--- src/rtl/p1_sprite_renderer_pkg.sv ---
// Shared constants, types and helpers for the player-1 sprite renderer.
package p1_sprite_renderer_pkg;

    localparam int unsigned DEF_SPRITE_W = 128;
    localparam int unsigned DEF_SPRITE_H = 128;
    localparam int unsigned POS_W        = 10;
    localparam int unsigned EXT_W        = POS_W + 1;
    localparam int unsigned COL_W        = 7;
    localparam int unsigned ROW_W        = 7;
    localparam int unsigned ADDR_W       = 14;
    localparam int unsigned RGB_W        = 12;

    localparam logic [1:0] FRAME_IDLE  = 2'd0;
    localparam logic [1:0] FRAME_WALK1 = 2'd1;
    localparam logic [1:0] FRAME_WALK2 = 2'd2;

    typedef struct packed {
        logic von;
        logic in_box;
    } qual_t;

    // One extra bit keeps base+len from wrapping when the box hangs off the edge.
    function automatic logic in_span(input logic [POS_W-1:0] pos,
                                     input logic [POS_W-1:0] base,
                                     input int unsigned      len);
        logic [EXT_W-1:0] p;
        logic [EXT_W-1:0] b;
        logic [EXT_W-1:0] e;
        p = {1'b0, pos};
        b = {1'b0, base};
        e = b + EXT_W'(len);
        return (p >= b) && (p < e);
    endfunction

endpackage

--- src/rtl/p1_sprite_renderer_if.sv ---
// Pixel, geometry and ROM signals between the VGA front end, the ROMs and the renderer.
interface p1_sprite_renderer_if;
    import p1_sprite_renderer_pkg::*;

    logic [POS_W-1:0]  hcount;
    logic [POS_W-1:0]  vcount;
    logic              video_on;
    logic              frame_tick;
    logic [POS_W-1:0]  sprite_x;
    logic [POS_W-1:0]  sprite_y;
    logic              facing_left;
    logic              walking;
    logic [ADDR_W-1:0] rom_addr;
    logic [1:0]        frame_sel;
    logic [RGB_W-1:0]  rom_pixel;
    logic [RGB_W-1:0]  pixel_rgb;
    logic              pixel_hit;

    modport master (
        output hcount, vcount, video_on, frame_tick, sprite_x, sprite_y,
        output facing_left, walking, rom_pixel,
        input  rom_addr, frame_sel, pixel_rgb, pixel_hit
    );

    modport slave (
        input  hcount, vcount, video_on, frame_tick, sprite_x, sprite_y,
        input  facing_left, walking, rom_pixel,
        output rom_addr, frame_sel, pixel_rgb, pixel_hit
    );

endinterface

--- src/rtl/p1_anim_fsm.sv ---
// Idle/walk animation sequencer; advances only on frame_tick.
module p1_anim_fsm
    import p1_sprite_renderer_pkg::*;
#(
    parameter int unsigned ANIM_DIV = 8
) (
    input  logic       clk,
    input  logic       reset,
    input  logic       frame_tick,
    input  logic       walking,
    output logic [1:0] frame_sel
);

    localparam logic [1:0] ST_IDLE  = 2'd0;
    localparam logic [1:0] ST_WALK1 = 2'd1;
    localparam logic [1:0] ST_WALK2 = 2'd2;

    localparam int unsigned     CNT_W    = (ANIM_DIV > 1) ? $clog2(ANIM_DIV) : 1;
    localparam logic [CNT_W-1:0] CNT_LAST = CNT_W'(ANIM_DIV - 1);

    logic [1:0]       r_state;
    logic [1:0]       w_state_nxt;
    logic [CNT_W-1:0] r_cnt;
    logic [CNT_W-1:0] w_cnt_nxt;
    logic [1:0]       r_frame_sel;
    logic [1:0]       w_frame_nxt;

    always_comb begin
        w_state_nxt = r_state;
        w_cnt_nxt   = r_cnt;
        if (frame_tick) begin
            if (!walking) begin
                w_state_nxt = ST_IDLE;
                w_cnt_nxt   = '0;
            end else if (r_state == ST_IDLE) begin
                w_state_nxt = ST_WALK1;
                w_cnt_nxt   = '0;
            end else if (r_cnt == CNT_LAST) begin
                w_state_nxt = (r_state == ST_WALK1) ? ST_WALK2 : ST_WALK1;
                w_cnt_nxt   = '0;
            end else begin
                w_cnt_nxt = r_cnt + CNT_W'(1);
            end
        end
    end

    always_comb begin
        w_frame_nxt = FRAME_IDLE;
        case (w_state_nxt)
            ST_WALK1: w_frame_nxt = FRAME_WALK1;
            ST_WALK2: w_frame_nxt = FRAME_WALK2;
            default:  w_frame_nxt = FRAME_IDLE;
        endcase
    end

    always_ff @(posedge clk) begin
        if (reset) begin
            r_state     <= ST_IDLE;
            r_cnt       <= '0;
            r_frame_sel <= FRAME_IDLE;
        end else begin
            r_state     <= w_state_nxt;
            r_cnt       <= w_cnt_nxt;
            r_frame_sel <= w_frame_nxt;
        end
    end

    assign frame_sel = r_frame_sel;

endmodule

--- src/rtl/p1_sprite_renderer.sv ---
// Player-1 sprite address generator and colour-keyed compositor; 3-clk pixel pipeline.
module p1_sprite_renderer
    import p1_sprite_renderer_pkg::*;
#(
    parameter int unsigned      SPRITE_W    = DEF_SPRITE_W,
    parameter int unsigned      SPRITE_H    = DEF_SPRITE_H,
    parameter int unsigned      ANIM_DIV    = 8,
    parameter logic [RGB_W-1:0] TRANSPARENT = 12'hF0F
) (
    input  logic                 clk,
    input  logic                 reset,
    p1_sprite_renderer_if.slave  bus
);

    localparam logic [COL_W-1:0] COL_MAX = COL_W'(SPRITE_W - 1);

    logic [POS_W-1:0]  r_x_lat;
    logic [POS_W-1:0]  r_y_lat;
    logic              r_facing;
    logic [ADDR_W-1:0] r_rom_addr;
    qual_t             r_q1;
    qual_t             r_q2;
    logic [RGB_W-1:0]  r_rgb;
    logic              r_hit;

    logic [COL_W-1:0]  w_dx;
    logic [ROW_W-1:0]  w_dy;
    logic [COL_W-1:0]  w_col;
    logic              w_in_box;
    logic [ADDR_W-1:0] w_addr;
    qual_t             w_q0;
    logic [1:0]        w_frame_sel;

    // Only the low bits of the offset matter inside the box, so they are taken directly.
    assign w_dx     = bus.hcount[COL_W-1:0] - r_x_lat[COL_W-1:0];
    assign w_dy     = bus.vcount[ROW_W-1:0] - r_y_lat[ROW_W-1:0];
    assign w_col    = r_facing ? (COL_MAX - w_dx) : w_dx;
    assign w_in_box = in_span(bus.hcount, r_x_lat, SPRITE_W) &&
                      in_span(bus.vcount, r_y_lat, SPRITE_H);
    assign w_addr   = w_in_box ? {w_dy, w_col} : '0;
    assign w_q0     = '{von: bus.video_on, in_box: w_in_box};

    always_ff @(posedge clk) begin
        if (reset) begin
            r_x_lat    <= '0;
            r_y_lat    <= '0;
            r_facing   <= 1'b0;
            r_rom_addr <= '0;
            r_q1       <= '0;
            r_q2       <= '0;
            r_rgb      <= '0;
            r_hit      <= 1'b0;
        end else begin
            if (bus.frame_tick) begin
                r_x_lat  <= bus.sprite_x;
                r_y_lat  <= bus.sprite_y;
                r_facing <= bus.facing_left;
            end
            r_rom_addr <= w_addr;
            r_q1       <= w_q0;
            r_q2       <= r_q1;
            if (r_q2.von && r_q2.in_box && (bus.rom_pixel != TRANSPARENT)) begin
                r_rgb <= bus.rom_pixel;
                r_hit <= 1'b1;
            end else begin
                r_rgb <= '0;
                r_hit <= 1'b0;
            end
        end
    end

    p1_anim_fsm #(
        .ANIM_DIV (ANIM_DIV)
    ) u_anim_fsm (
        .clk        (clk),
        .reset      (reset),
        .frame_tick (bus.frame_tick),
        .walking    (bus.walking),
        .frame_sel  (w_frame_sel)
    );

    assign bus.rom_addr  = r_rom_addr;
    assign bus.frame_sel = w_frame_sel;
    assign bus.pixel_rgb = r_rgb;
    assign bus.pixel_hit = r_hit;

endmodule

--- src/flat_wrapper.sv ---
// flat-port wrapper written by rule: the top's interface ports become plain ports
module p1_sprite_renderer_flat import p1_sprite_renderer_pkg::*;
#(
    parameter int unsigned      SPRITE_W    = DEF_SPRITE_W,
    parameter int unsigned      SPRITE_H    = DEF_SPRITE_H,
    parameter int unsigned      ANIM_DIV    = 8,
    parameter logic [RGB_W-1:0] TRANSPARENT = 12'hF0F
)
  (clk, reset, bus_hcount, bus_vcount, bus_video_on, bus_frame_tick, bus_sprite_x, bus_sprite_y, bus_facing_left, bus_walking, bus_rom_pixel, bus_rom_addr, bus_frame_sel, bus_pixel_rgb, bus_pixel_hit);
  p1_sprite_renderer_if bus_i ();
  input  logic clk;
  input  logic reset;
  input wire logic [$bits(bus_i.hcount)-1:0] bus_hcount;
  input wire logic [$bits(bus_i.vcount)-1:0] bus_vcount;
  input wire logic [$bits(bus_i.video_on)-1:0] bus_video_on;
  input wire logic [$bits(bus_i.frame_tick)-1:0] bus_frame_tick;
  input wire logic [$bits(bus_i.sprite_x)-1:0] bus_sprite_x;
  input wire logic [$bits(bus_i.sprite_y)-1:0] bus_sprite_y;
  input wire logic [$bits(bus_i.facing_left)-1:0] bus_facing_left;
  input wire logic [$bits(bus_i.walking)-1:0] bus_walking;
  input wire logic [$bits(bus_i.rom_pixel)-1:0] bus_rom_pixel;
  output wire logic [$bits(bus_i.rom_addr)-1:0] bus_rom_addr;
  output wire logic [$bits(bus_i.frame_sel)-1:0] bus_frame_sel;
  output wire logic [$bits(bus_i.pixel_rgb)-1:0] bus_pixel_rgb;
  output wire logic [$bits(bus_i.pixel_hit)-1:0] bus_pixel_hit;
  assign bus_i.hcount = bus_hcount;
  assign bus_i.vcount = bus_vcount;
  assign bus_i.video_on = bus_video_on;
  assign bus_i.frame_tick = bus_frame_tick;
  assign bus_i.sprite_x = bus_sprite_x;
  assign bus_i.sprite_y = bus_sprite_y;
  assign bus_i.facing_left = bus_facing_left;
  assign bus_i.walking = bus_walking;
  assign bus_i.rom_pixel = bus_rom_pixel;
  assign bus_rom_addr = bus_i.rom_addr;
  assign bus_frame_sel = bus_i.frame_sel;
  assign bus_pixel_rgb = bus_i.pixel_rgb;
  assign bus_pixel_hit = bus_i.pixel_hit;
  p1_sprite_renderer #(.SPRITE_W(SPRITE_W), .SPRITE_H(SPRITE_H), .ANIM_DIV(ANIM_DIV), .TRANSPARENT(TRANSPARENT)) u_core (.clk(clk), .reset(reset), .bus(bus_i));
endmodule
--- config.mk ---
export PLATFORM = sky130hd
export DESIGN_NAME = p1_sprite_renderer_flat
export DESIGN_NICKNAME = d
export VERILOG_FILES = /design/src/rtl/p1_sprite_renderer_pkg.sv /design/src/rtl/p1_sprite_renderer_if.sv /design/src/rtl/p1_anim_fsm.sv /design/src/rtl/p1_sprite_renderer.sv /design/src/flat_wrapper.sv
export SDC_FILE = /design/constraint.sdc
export NUM_CORES = 1
export LEC_CHECK = 0
export ABC_AREA = 1
export ABC_CLOCK_PERIOD_IN_PS = 2900
export CORE_ASPECT_RATIO = 1.1
export CORE_MARGIN = 2
export CORE_UTILIZATION = 52
export DETAILED_ROUTE_END_ITERATION = 10
export PLACE_DENSITY = 0.95
export SYNTH_ARGS = -nofsm -noshare
export SYNTH_HDL_FRONTEND = slang
export SYNTH_HIERARCHICAL = 1
export SYNTH_SLANG_ARGS = --single-unit
--- constraint.sdc ---
create_clock -name clk -period 2.9 [get_ports clk]
set_input_delay 0.435 -clock clk [delete_from_list [all_inputs] [get_ports clk]]
set_output_delay 0.435 -clock clk [all_outputs]
set_load 0.03 [all_outputs]
==> results.txt <==
----------------------------------------------------
[STA]
  Final Hold Viols ... 0
  Count of pins over their slew limit ... 0
  Final min period ... 2.171 ns
  Max Clock Freq ... 460.6 MHz
  Setup-violating endpoint count in the final report ... 0
  Measured slew at the worst slew-check pin ... 0.4640 ns
  RSZ-0062 raised after global routing ... false
  Final Cycle Share ... 0.7486
  Maximum clock skew at final layout ... 0.01252 ns
  Worst hold slack ... 0.4270 ns
  Setup TNS after final layout ... 0 ns
  Worst relative slew slack ... 0.6898
  Post-route worst setup slack ... 0.7291 ns

[Clocking]
  H-Tree Level Count ... 3
  Hold buffer count at CTS ... 0
  Root buf cell ... clkbuf_8
  Clock input transition at the sequential cells of the worst setup and hold paths ... 0.08 ns
  Number of buffers added for setup after CTS ... 0
  Number of resized instances in the post-cts repair step ... 0
  TritonCTS clock tree ... done
  Clock Sink Count ... 59
  Clock latency at the later pin of the worst-skew pair ... 0.35 ns
  Inserted Clock Buffers ... 9
  Worst-case clock buffer depth ... 2

[Cells and area]
  Count of inserted antenna diode cells ... 0
  Final net count ... 604
  Layout Area Growth over Synthesis ... 36.18%
  Layout fillers ... 412
  Layout cell share with drive strength beyond 1 ... 0.07514

[Synth]
  Synth area leader ... dfxtp_1
  Area share of and/or/nand/nor cells after synthesis ... 0.2333
  Area share of the largest cell type after synthesis ... 0.3721
  Combinational family with the most area after synthesis ... simple AND/OR/NAND/NOR gates
  Dominant cell by count in the synthesized netlist ... inv_1
  Flops & latches, synth ... 59
  Synthesized area per cell ... 7.487 um^2
  Mapped Area ... 3174 um^2
  Compound-cell area share of the yosys netlist ... 0.09736
  EDFF count, synth ... 0
  Main flop type after synthesis ... dfxtp_1
  Yosys warnings ... 6
  Post-synth ARST share ... 0
  Post-synthesis share of cell area spent on full adders, half adders and majority gates ... 0.1309
  Sequential-to-total area share from yosys stat ... 0.3721
  Post-Synth XOR/XNOR Area ... 0.04139
  Most frequent cells after synthesis ... inv_1, nand2_1, dfxtp_1, nor2_1, a21oi_1
  Number of library cell types mapped by synthesis ... 30
  Mux contribution to synthesized area ... 0
  Top area cells in the synthesized netlist ... dfxtp_1, ha_1, inv_1
  Post-Synthesis Net Count ... 514
  Instance count of the mapped netlist ... 424

[Detailed routing]
  Number of DRC markers after the initial detailed-route iteration ... 160
  Detailed-route wire length ... 7.709 mm
  Antenna Nets Post-Route ... 0
  First drt pass iteration count ... 4
  Routed WL per cell ... 12.93 um
  Via count of the routed design ... 2,976
  Vias per Instance ... 4.993
  DRC violations left ... 0

[Place]
  Worst Setup Slack post-DPL ... 0.4331 ns
  Placer's final routability congestion estimate ... 0.8796
  Port Buffers ... 86
  Detail Placement HPWL ... 5.626 mm

[Worst setup path]
  Setup CP Type ... in -> reg
  Critical-path cell list ... clkdlybuf4s50_1, inv_1, ha_1, fa_1, inv_1, nand2_1, nand3_2, nand2_1, nand2_2, nand3_4, nor3_1
  Category of the worst setup path launch point ... primary input
  Arrival @ worst endpoint ... 2.44 ns
  CP max stage cell ... clkdlybuf4s50_1
  Data required time of the worst path ... 3.17 ns
  Critical path capture point type ... register
  CP top delay family ... simple AND/OR/NAND/NOR gates
  Buffers & Inverters on Critical Path ... 3
  Largest fanout on the critical path ... 15
  Crit path largest cell delay ... 0.48 ns

[Global routing]
  GRT overflow ... 0
  Global-route wire length before repair ... 12.71 mm
  Pin count of the biggest net entering global routing ... 22
  Initial antenna violation count ... 0
  Global routing usage summed across all routing layers ... 0.2428
  Vias in the first global route ... 2,945

[Job]
  Number of maximum-capacitance violations ... 0

[Pwr]
  Static leakage ... 2.076 nW
  Total power of the final layout ... 2.214 mW
  Power density cells ... 512.2 nW/um^2
  Worst vdd ir ... 0.0003050 V

[Floorplanning]
  Initial core utilization ... 0.5434
  DIE AREA ... 6746 um^2
  CORE AREA ... 5842 um^2
  Die width ... 78.50 um
  Cell Rows ... 29
  Number of ports placed on the die boundary ... 87
  Height of the chip ... 85.95 um

[Worst hold path]
  Classification of the worst-slack hold path ... reg -> reg

[Status]
  Run status ... finished, final reports clean

----------------------------------------------------
==> logic make-up after synthesis <==
group,after synthesis
AOI/OAI and AO/OA,58
xor gates and xnor gates,15
adders and majority gates,32
buffers and inverters,101
DFF,59
and+or+nand+nor,159
==> layout make-up <==
type,instances,area (um^2),share of cell area
Multi-Input combinational cell,264,1597,0.3693
Inverter,91,341.6,0.07902
Timing Repair Buffer,89,883.3,0.2043
Sequential cell,59,1181,0.2732
Clock inverter,7,100.1,0.02315
Clock buffer,9,123.9,0.02865
Tap cell,77,96.34,0.02229
==> layer usage <==
layer  up-vias  wire, um  track usage
met5         -         0            0
met4         0       121       0.1037
met3        12       467      0.05895
met2       102      3946       0.4483
met1      1354      3174       0.2635
li1       1508         -            -
==> power breakdown <==
part | internal [mW] | switching (mW)
Clock | 0.489 | 0.361
Sequential | 0.843 | 0.0176
Combinational | 0.219 | 0.284
==> sequential cells by signal, summed over array words and instances (netlist names), 3 cells and up <==
signal / count
u_core/bus.rom_addr: 14
u_core/bus.pixel_rgb: 12
u_core/r_x_lat: 10
u_core/r_y_lat: 10
u_core/u_anim_fsm/r_cnt: 3
==> per-stage QoR <==
stage	instances	instance area, um^2	util
6_report	596	4323	0.7400
5_1_grt	596	4323	0.7400
4_1_cts	596	4323	0.7400
3_5_place_dp	580	4099	0.7016
3_3_place_gp	580	4099	0.7016
2_1_floorplan	424	3174	-
==> worst min-delay path: stages, from the launching register on <==
cell     delay [ns]
dfxtp_1        0.30
inv_1          0.05
nor2_1         0.03
==> final timing paths <==
kind	from	to	slack, ns	cells past startpoint
setup reg to reg	u_core/r_x_lat[4]	u_core/bus.rom_addr[3]	1.02	10
setup / recovery	bus_hcount[0]	u_core/bus.rom_addr[3]	0.73	11
hold / removal	u_core/r_q1[1]	u_core/r_q2[1]	0.43	2
hold reg to reg	u_core/r_q1[1]	u_core/r_q2[1]	0.43	2
==> cells in the final DEF, fill, tap and decap left out, types with 2 or more instances in the layout <==
cell type	Yosys	routed
dfxtp_1	59	59
nor3_1	6	6
nor2_1	36	36
nand3_1	14	14
a21oi_1	31	31
nand2_2	3	3
nor4_1	3	3
clkinv_4	0	3
inv_1	90	90
xnor2_1	8	8
clkdlybuf4s50_1	0	86
buf_4	0	3
nand2_1	77	77
nand4_1	4	4
o21ai_0	22	22
xor2_1	7	7
bufinv_16	0	2
ha_1	30	30
clkbuf_8	0	9
fa_1	2	2
nor3_2	9	9
nor2_2	3	3
Note: power is estimated with default switching activity, not from simulation.
